$ cat config.mk
export PLATFORM = sky130hd
export DESIGN_NAME = bus_xfer_ctrl
export DESIGN_NICKNAME = d
export VERILOG_FILES = /design/src/rtl/bus_pkg.sv /design/src/rtl/grant_encoder.sv /design/src/rtl/bus_xfer_ctrl.sv
export SDC_FILE = /design/constraint.sdc
export NUM_CORES = 1
export LEC_CHECK = 0
export CORE_AREA = 2 2 113 115
export CTS_CLUSTER_DIAMETER = 100
export DETAILED_ROUTE_END_ITERATION = 8
export DIE_AREA = 0 0 115 117
export MAX_ROUTING_LAYER = met4
export PLACE_DENSITY_LB_ADDON = 0.15
export SLEW_MARGIN = 20
export SYNTH_ARGS = -nofsm -noshare
export SYNTH_HDL_FRONTEND = slang
export SYNTH_SLANG_ARGS = --single-unit
$ cat constraint.sdc
create_clock -name clk -period 5.35 [get_ports clk]
set_clock_uncertainty 0.2 [all_clocks]
set_input_delay 0.8025 -clock clk [delete_from_list [all_inputs] [get_ports clk]]
set_output_delay 0.8025 -clock clk [all_outputs]
set_load 0.02 [all_outputs]
$ cat src/rtl/bus_pkg.sv
// Shared bus types for the arbiter / transfer controller pair.
// Grant vector, idle constants and the transfer FSM encoding.
package bus_pkg;

  localparam int N_MASTERS = 3;

  typedef logic [N_MASTERS-1:0] arb_vector;

  localparam arb_vector NO_GRANT   = '0;
  localparam arb_vector NO_REQUEST = '0;

  typedef enum logic [1:0] {
    IDLE = 2'd0,
    XFER = 2'd1,
    ACK  = 2'd2
  } xfer_state_t;

  function automatic int idx_width(input int n);
    return (n > 1) ? $clog2(n) : 1;
  endfunction

endpackage

$ cat src/rtl/grant_encoder.sv
// One-hot grant to master index, with a flag that the
// vector really is one-hot and a flag that any bit is set.
module grant_encoder #(
  parameter int N     = 3,
  parameter int IDX_W = 2
) (
  input  logic [N-1:0]     grant,
  output logic [IDX_W-1:0] idx,
  output logic             onehot_ok,
  output logic             any_set
);

  always_comb begin
    idx = '0;
    for (int i = 0; i < N; i++) begin
      if (grant[i]) idx = IDX_W'(i);
    end
    onehot_ok = $onehot(grant);
    any_set   = |grant;
  end

endmodule

$ cat src/rtl/bus_xfer_ctrl.sv
// Grant-driven burst controller: latches the granted master's
// command, runs the beats on the slave port, acks the arbiter.
module bus_xfer_ctrl #(
  parameter int N_MASTERS = 3,
  parameter int ADDR_W    = 16,
  parameter int DATA_W    = 32,
  parameter int LEN_W     = 4,
  parameter int TIMEOUT   = 15
) (
  input  logic                      clk,
  input  logic                      reset_n,
  input  logic [N_MASTERS-1:0]      bus_grant,
  input  logic [N_MASTERS*ADDR_W-1:0] m_addr,
  input  logic [N_MASTERS*DATA_W-1:0] m_wdata,
  input  logic [N_MASTERS-1:0]      m_we,
  input  logic [N_MASTERS*LEN_W-1:0] m_len,
  output logic [N_MASTERS-1:0]      m_beat,
  output logic [N_MASTERS-1:0]      m_done,
  output logic [DATA_W-1:0]         m_rdata,
  output logic                      bus_ack,
  output logic                      xfer_err,
  output logic                      grant_err,
  output logic                      s_valid,
  output logic [ADDR_W-1:0]         s_addr,
  output logic [DATA_W-1:0]         s_wdata,
  output logic                      s_we,
  input  logic                      s_ready,
  input  logic [DATA_W-1:0]         s_rdata
);
  import bus_pkg::*;

  localparam int IDX_W = idx_width(N_MASTERS);
  localparam logic [ADDR_W-1:0] STRIDE =
    ADDR_W'(DATA_W / 8);
  localparam logic [7:0] WAIT_LAST = 8'(TIMEOUT - 1);

  xfer_state_t state_q, state_d;
  logic [IDX_W-1:0]     idx_q, idx_d;
  logic [ADDR_W-1:0]    addr_q, addr_d;
  logic [LEN_W-1:0]     len_q, len_d;
  logic                 we_q, we_d;
  logic [LEN_W-1:0]     cnt_q, cnt_d;
  logic [7:0]           wait_q, wait_d;
  logic                 bus_ack_q, bus_ack_d;
  logic                 xfer_err_q, xfer_err_d;
  logic                 grant_err_q, grant_err_d;
  logic [N_MASTERS-1:0] m_done_q, m_done_d;

  logic [IDX_W-1:0]  g_idx;
  logic              g_ok;
  logic              g_any;
  logic [ADDR_W-1:0] sel_addr;
  logic [LEN_W-1:0]  sel_len;
  logic              sel_we;
  logic [DATA_W-1:0] cur_wdata;
  logic              in_xfer;
  logic              beat;

  grant_encoder #(
    .N     (N_MASTERS),
    .IDX_W (IDX_W)
  ) u_genc (
    .grant     (bus_grant),
    .idx       (g_idx),
    .onehot_ok (g_ok),
    .any_set   (g_any)
  );

  // Command fields of the master being granted now, and the
  // live write data of the master that owns the transfer.
  always_comb begin
    sel_addr  = '0;
    sel_len   = '0;
    sel_we    = 1'b0;
    cur_wdata = '0;
    for (int i = 0; i < N_MASTERS; i++) begin
      if (g_idx == IDX_W'(i)) begin
        sel_addr = m_addr[i*ADDR_W +: ADDR_W];
        sel_len  = m_len[i*LEN_W +: LEN_W];
        sel_we   = m_we[i];
      end
      if (idx_q == IDX_W'(i)) begin
        cur_wdata = m_wdata[i*DATA_W +: DATA_W];
      end
    end
  end

  assign in_xfer = (state_q == XFER);
  assign beat    = in_xfer & s_ready;

  always_comb begin
    state_d     = state_q;
    idx_d       = idx_q;
    addr_d      = addr_q;
    len_d       = len_q;
    we_d        = we_q;
    cnt_d       = cnt_q;
    wait_d      = wait_q;
    bus_ack_d   = 1'b0;
    xfer_err_d  = 1'b0;
    grant_err_d = 1'b0;
    m_done_d    = '0;
    unique case (state_q)
      IDLE: begin
        if (g_ok) begin
          idx_d   = g_idx;
          addr_d  = sel_addr;
          len_d   = sel_len;
          we_d    = sel_we;
          cnt_d   = '0;
          wait_d  = '0;
          state_d = XFER;
        end else if (g_any) begin
          grant_err_d = 1'b1;
        end
      end
      XFER: begin
        if (s_ready) begin
          addr_d = addr_q + STRIDE;
          cnt_d  = cnt_q + 1'b1;
          wait_d = '0;
          if (cnt_q == len_q) begin
            state_d   = ACK;
            bus_ack_d = 1'b1;
            m_done_d  = N_MASTERS'(1) << idx_q;
          end
        end else begin
          wait_d = wait_q + 1'b1;
          if (wait_q == WAIT_LAST) begin
            state_d    = ACK;
            bus_ack_d  = 1'b1;
            xfer_err_d = 1'b1;
            m_done_d   = N_MASTERS'(1) << idx_q;
          end
        end
      end
      ACK: state_d = IDLE;
      default: state_d = IDLE;
    endcase
  end

  always_ff @(posedge clk or negedge reset_n) begin
    if (!reset_n) begin
      state_q     <= IDLE;
      idx_q       <= '0;
      addr_q      <= '0;
      len_q       <= '0;
      we_q        <= 1'b0;
      cnt_q       <= '0;
      wait_q      <= '0;
      bus_ack_q   <= 1'b0;
      xfer_err_q  <= 1'b0;
      grant_err_q <= 1'b0;
      m_done_q    <= '0;
    end else begin
      state_q     <= state_d;
      idx_q       <= idx_d;
      addr_q      <= addr_d;
      len_q       <= len_d;
      we_q        <= we_d;
      cnt_q       <= cnt_d;
      wait_q      <= wait_d;
      bus_ack_q   <= bus_ack_d;
      xfer_err_q  <= xfer_err_d;
      grant_err_q <= grant_err_d;
      m_done_q    <= m_done_d;
    end
  end

  assign s_valid   = in_xfer;
  assign s_addr    = in_xfer ? addr_q : '0;
  assign s_we      = in_xfer & we_q;
  assign s_wdata   = in_xfer ? cur_wdata : '0;
  assign m_beat    = beat ? (N_MASTERS'(1) << idx_q) : '0;
  assign m_rdata   = beat ? s_rdata : '0;
  assign bus_ack   = bus_ack_q;
  assign m_done    = m_done_q;
  assign xfer_err  = xfer_err_q;
  assign grant_err = grant_err_q;

endmodule

==> flow_summary.yaml <==
job:
  cap_violations: 0
worst_setup_path:
  cp.arrival_ps: 2830
  r2r_start: "state_q[0]"
  path_common_cell: "clkdlybuf4s50_1"
  critPathMaxFanout: 39
  path_cells: "clkdlybuf4s50_1 -> and3b_2 -> and2_1 -> clkdlybuf4s50_1"
  rrSetupSlack_ps: 3000
  crit_path_max_incr_delay_ps: 610
  reg2reg_depth: 4
  crit_type: "in -> out"
  required_ps: 4350
  start_kind: "input port"
  cp_slowest_cell: "clkdlybuf4s50_1"
  cp-end-kind: "output pin"
  regToRegEndpoint: "addr_q[11]"
hold_path:
  holdPathStages: 2
  hold-path-endpoint: "addr_q[0]"
  min_from: "addr_q[0]"
  hold_class: "reg -> reg"
synthesis:
  synth_edf_count: 0
  synth_area_leaders: "dfrtp_1 (28%), mux2i_1 (14%), nor2_1 (8.4%)"
  synth-seq-cells: 43
  synth-main-ff-cell: "dfrtp_1"
  yosys.area.top_type: "dfrtp_1"
  synth.avg_cell_area_um2: 7.601
  synth_cell_type_count: 57
  syn-num-nets: 707
  synthArstFlopShare_pct: 100.0
  syn_inst: 505
  syn-cell-area_um2: 3839
  synth_top_area_share_pct: 28.03
  synth_warnings: 0
  seq_area_frac_synth_pct: 28.03
cells_and_area:
  layout.nets: 965
  drive_gt1_share_pct: 3.665
  fin_util_pct: 55.99
  diodes: 0
  area_growth_pct: 79.56
  final_area_um2: 6893
die:
  initial_core_util_pct: 31.18
  fp.dieW_um: 115
  die_h_um: 117
  io_pins: 288
  die-area_um2: 13460
  coreArea_um2: 12310
  num_rows: 41
timing:
  whs_ps: 270.7
  setup_slack_ps: 1518
  slew_violations: 0
  rsz0062_at_grt: "false"
  maxSlewHeadroom_pct: 29.00
  setup_violations: 0
  final_hold_viol_count: 0
  fmax_mhz: 261.0
  fin_setup_tns_ps: 0
  layout_worst_path_cycle_share_pct: 71.62
  tightest_slew_ps: 1065
  layout_min_cycle_time_ps: 3832
drt:
  wirelength_mm: 15.36
  drt_iter0_drc: 230
  wl_per_cell_um: 16.80
  vias: 4700
  firstDrtPassIters: 5
  ant_nets: 0
  drc: 0
  drt-vias-per-instance: 5.142
cts:
  cts_root_buffer: "clkbuf_16"
  insertion_delay_ps: 280
  post-cts-setup-buffers: 0
  cts_resized: 0
  holdBufCountCts: 0
  clock_sinks: 43
  cts.path.max_buffers: 2
  cts_tree: "yes"
  clk_pin_slew_worst_paths_ps: 60
  htreeDepth: 2
  cts_buffers: 5
pwr:
  ir_drop_uv: 185.1
  p_leak_nw: 2.805
  p_per_area_nw_per_um2: 443.3
placed_design:
  placed_cell_area_um2: 6733
  io_buffers: 287
  gp_congestion: 0.8437
  pre_cts_ws_ps: 1132
  hpwl_mm: 11.77
global_routing:
  grt_pass1_vias: 4625
  grt_pass1_wl_mm: 23.16
  gr-usage-met2_pct: 40.82
  grt_use_met1_pct: 24.98
  grt-busiest-layer: "met2"
  met3_usage_pct: 4.634
  antenna_found_initial: 0
  grt_remaining_overflow: 0
  grt_start_max_net_pins: 60
  grtUsageTotal_pct: 22.27
run_status:
  status: "finished clean"
## worst max-delay path by stage
stage            startpoint          end  slack, ps  cells past startpoint
3_3_place_gp        s_ready   m_rdata[6]       1220                      4
5_1_grt             s_ready  m_rdata[10]       1400                      4
2_1_floorplan  bus_grant[1]    addr_q[8]       2220                     10
4_1_cts             s_ready  m_rdata[14]       1130                      4
6_report            s_ready  m_rdata[14]       1520                      4
3_5_place_dp        s_ready  m_rdata[14]       1130                      4
## critical path, delay by kind of cell
kind / cells / cell delay, ps
AND/OR/NAND/NOR: 2 / 810
buffers and inverters: 2 / 1200
## synth_stat cells (7+ instances only)
| library cell | number |
|---|---|
| inv_1 | 9 |
| mux2i_1 | 53 |
| a21oi_1 | 57 |
| clkbuf_1 | 17 |
| o21ai_0 | 35 |
| nor4_1 | 8 |
| nor2_1 | 86 |
| nand2_1 | 31 |
| nor2b_1 | 7 |
| nand3_1 | 13 |
| dfrtp_1 | 43 |
| and2_1 | 45 |
| buf_2 | 19 |
## logic make-up (layout without fill, tap and decap cells)
logic type / after synthesis / in the layout / share of synthesized area, %
buffers and inverters: 51 / 310 / 6.323
xor gates and xnor gates: 6 / 6 / 1.369
DFF: 43 / 43 / 28.03
adders and majority gates: 5 / 5 / 1.825
and+or+nand+nor: 222 / 222 / 29.40
muxes: 55 / 55 / 14.41
AOI/OAI and AO/OA: 123 / 123 / 18.64
## registers in the layout, indices dropped and copies added (netlist names)
name,count
bus_ack,1
idx_q,2
we_q,1
addr_q,16
m_done,3
wait_q,8
cnt_q,4
len_q,4
xfer_err,1
grant_err,1
state_q,2
## metrics by stage
stage	power, mW	instances
floorplan	1.840	505
global placement	2.709	906
detailed placement	2.748	906
CTS	3.078	914
global route	3.277	914
finish	3.056	914
## layer usage
metal,up-vias,routed length [µm],part of all wire [%]
met1,2186,6025,39
met5,-,0,0
met2,226,7821,51
li1,2273,-,-
met4,0,198,1.3
met3,15,1312,8.5
## placed cells by master, fill, tap and decap left out, drive strengths merged, types with 2 or more instances in the layout
cell | synthesis | layout
clkdlybuf4s50 | 0 | 286
o2bb2ai | 2 | 2
o22ai | 2 | 2
a31oi | 2 | 2
mux2 | 2 | 2
ha | 4 | 4
mux2i | 53 | 53
dfrtp | 43 | 43
a21oi | 58 | 58
nor4 | 8 | 8
o311a | 2 | 2
xor2 | 6 | 6
and3 | 4 | 4
nor4b | 2 | 2
nor3 | 6 | 6
o31ai | 5 | 5
nand4 | 6 | 6
clkbuf | 17 | 8
buf | 24 | 6
inv | 9 | 9
and4 | 2 | 2
a211oi | 4 | 4
nor2b | 7 | 7
nand2b | 4 | 4
nand2 | 32 | 32
nand3 | 13 | 13
and2 | 45 | 45
o21ai | 37 | 37
nor2 | 87 | 87
## report_power, final
group | internal [mW] | switching [mW] | total [mW]
combinational | 0.974 | 1.12 | 2.10
clock | 0.199 | 0.121 | 0.320
sequential | 0.439 | 0.201 | 0.640
total | 1.61 | 1.44 | 3.06
## area by class of cell
class                   count  area (µm²)
well taps                 150       187.7
fillers                  1127        5419
inverters                  10       37.54
clock buffers               8       156.4
flip-flops and latches     43        1077
multi-input cells         411        2526
repair buffers            292        2908
Power figures use the tool's default switching activity.
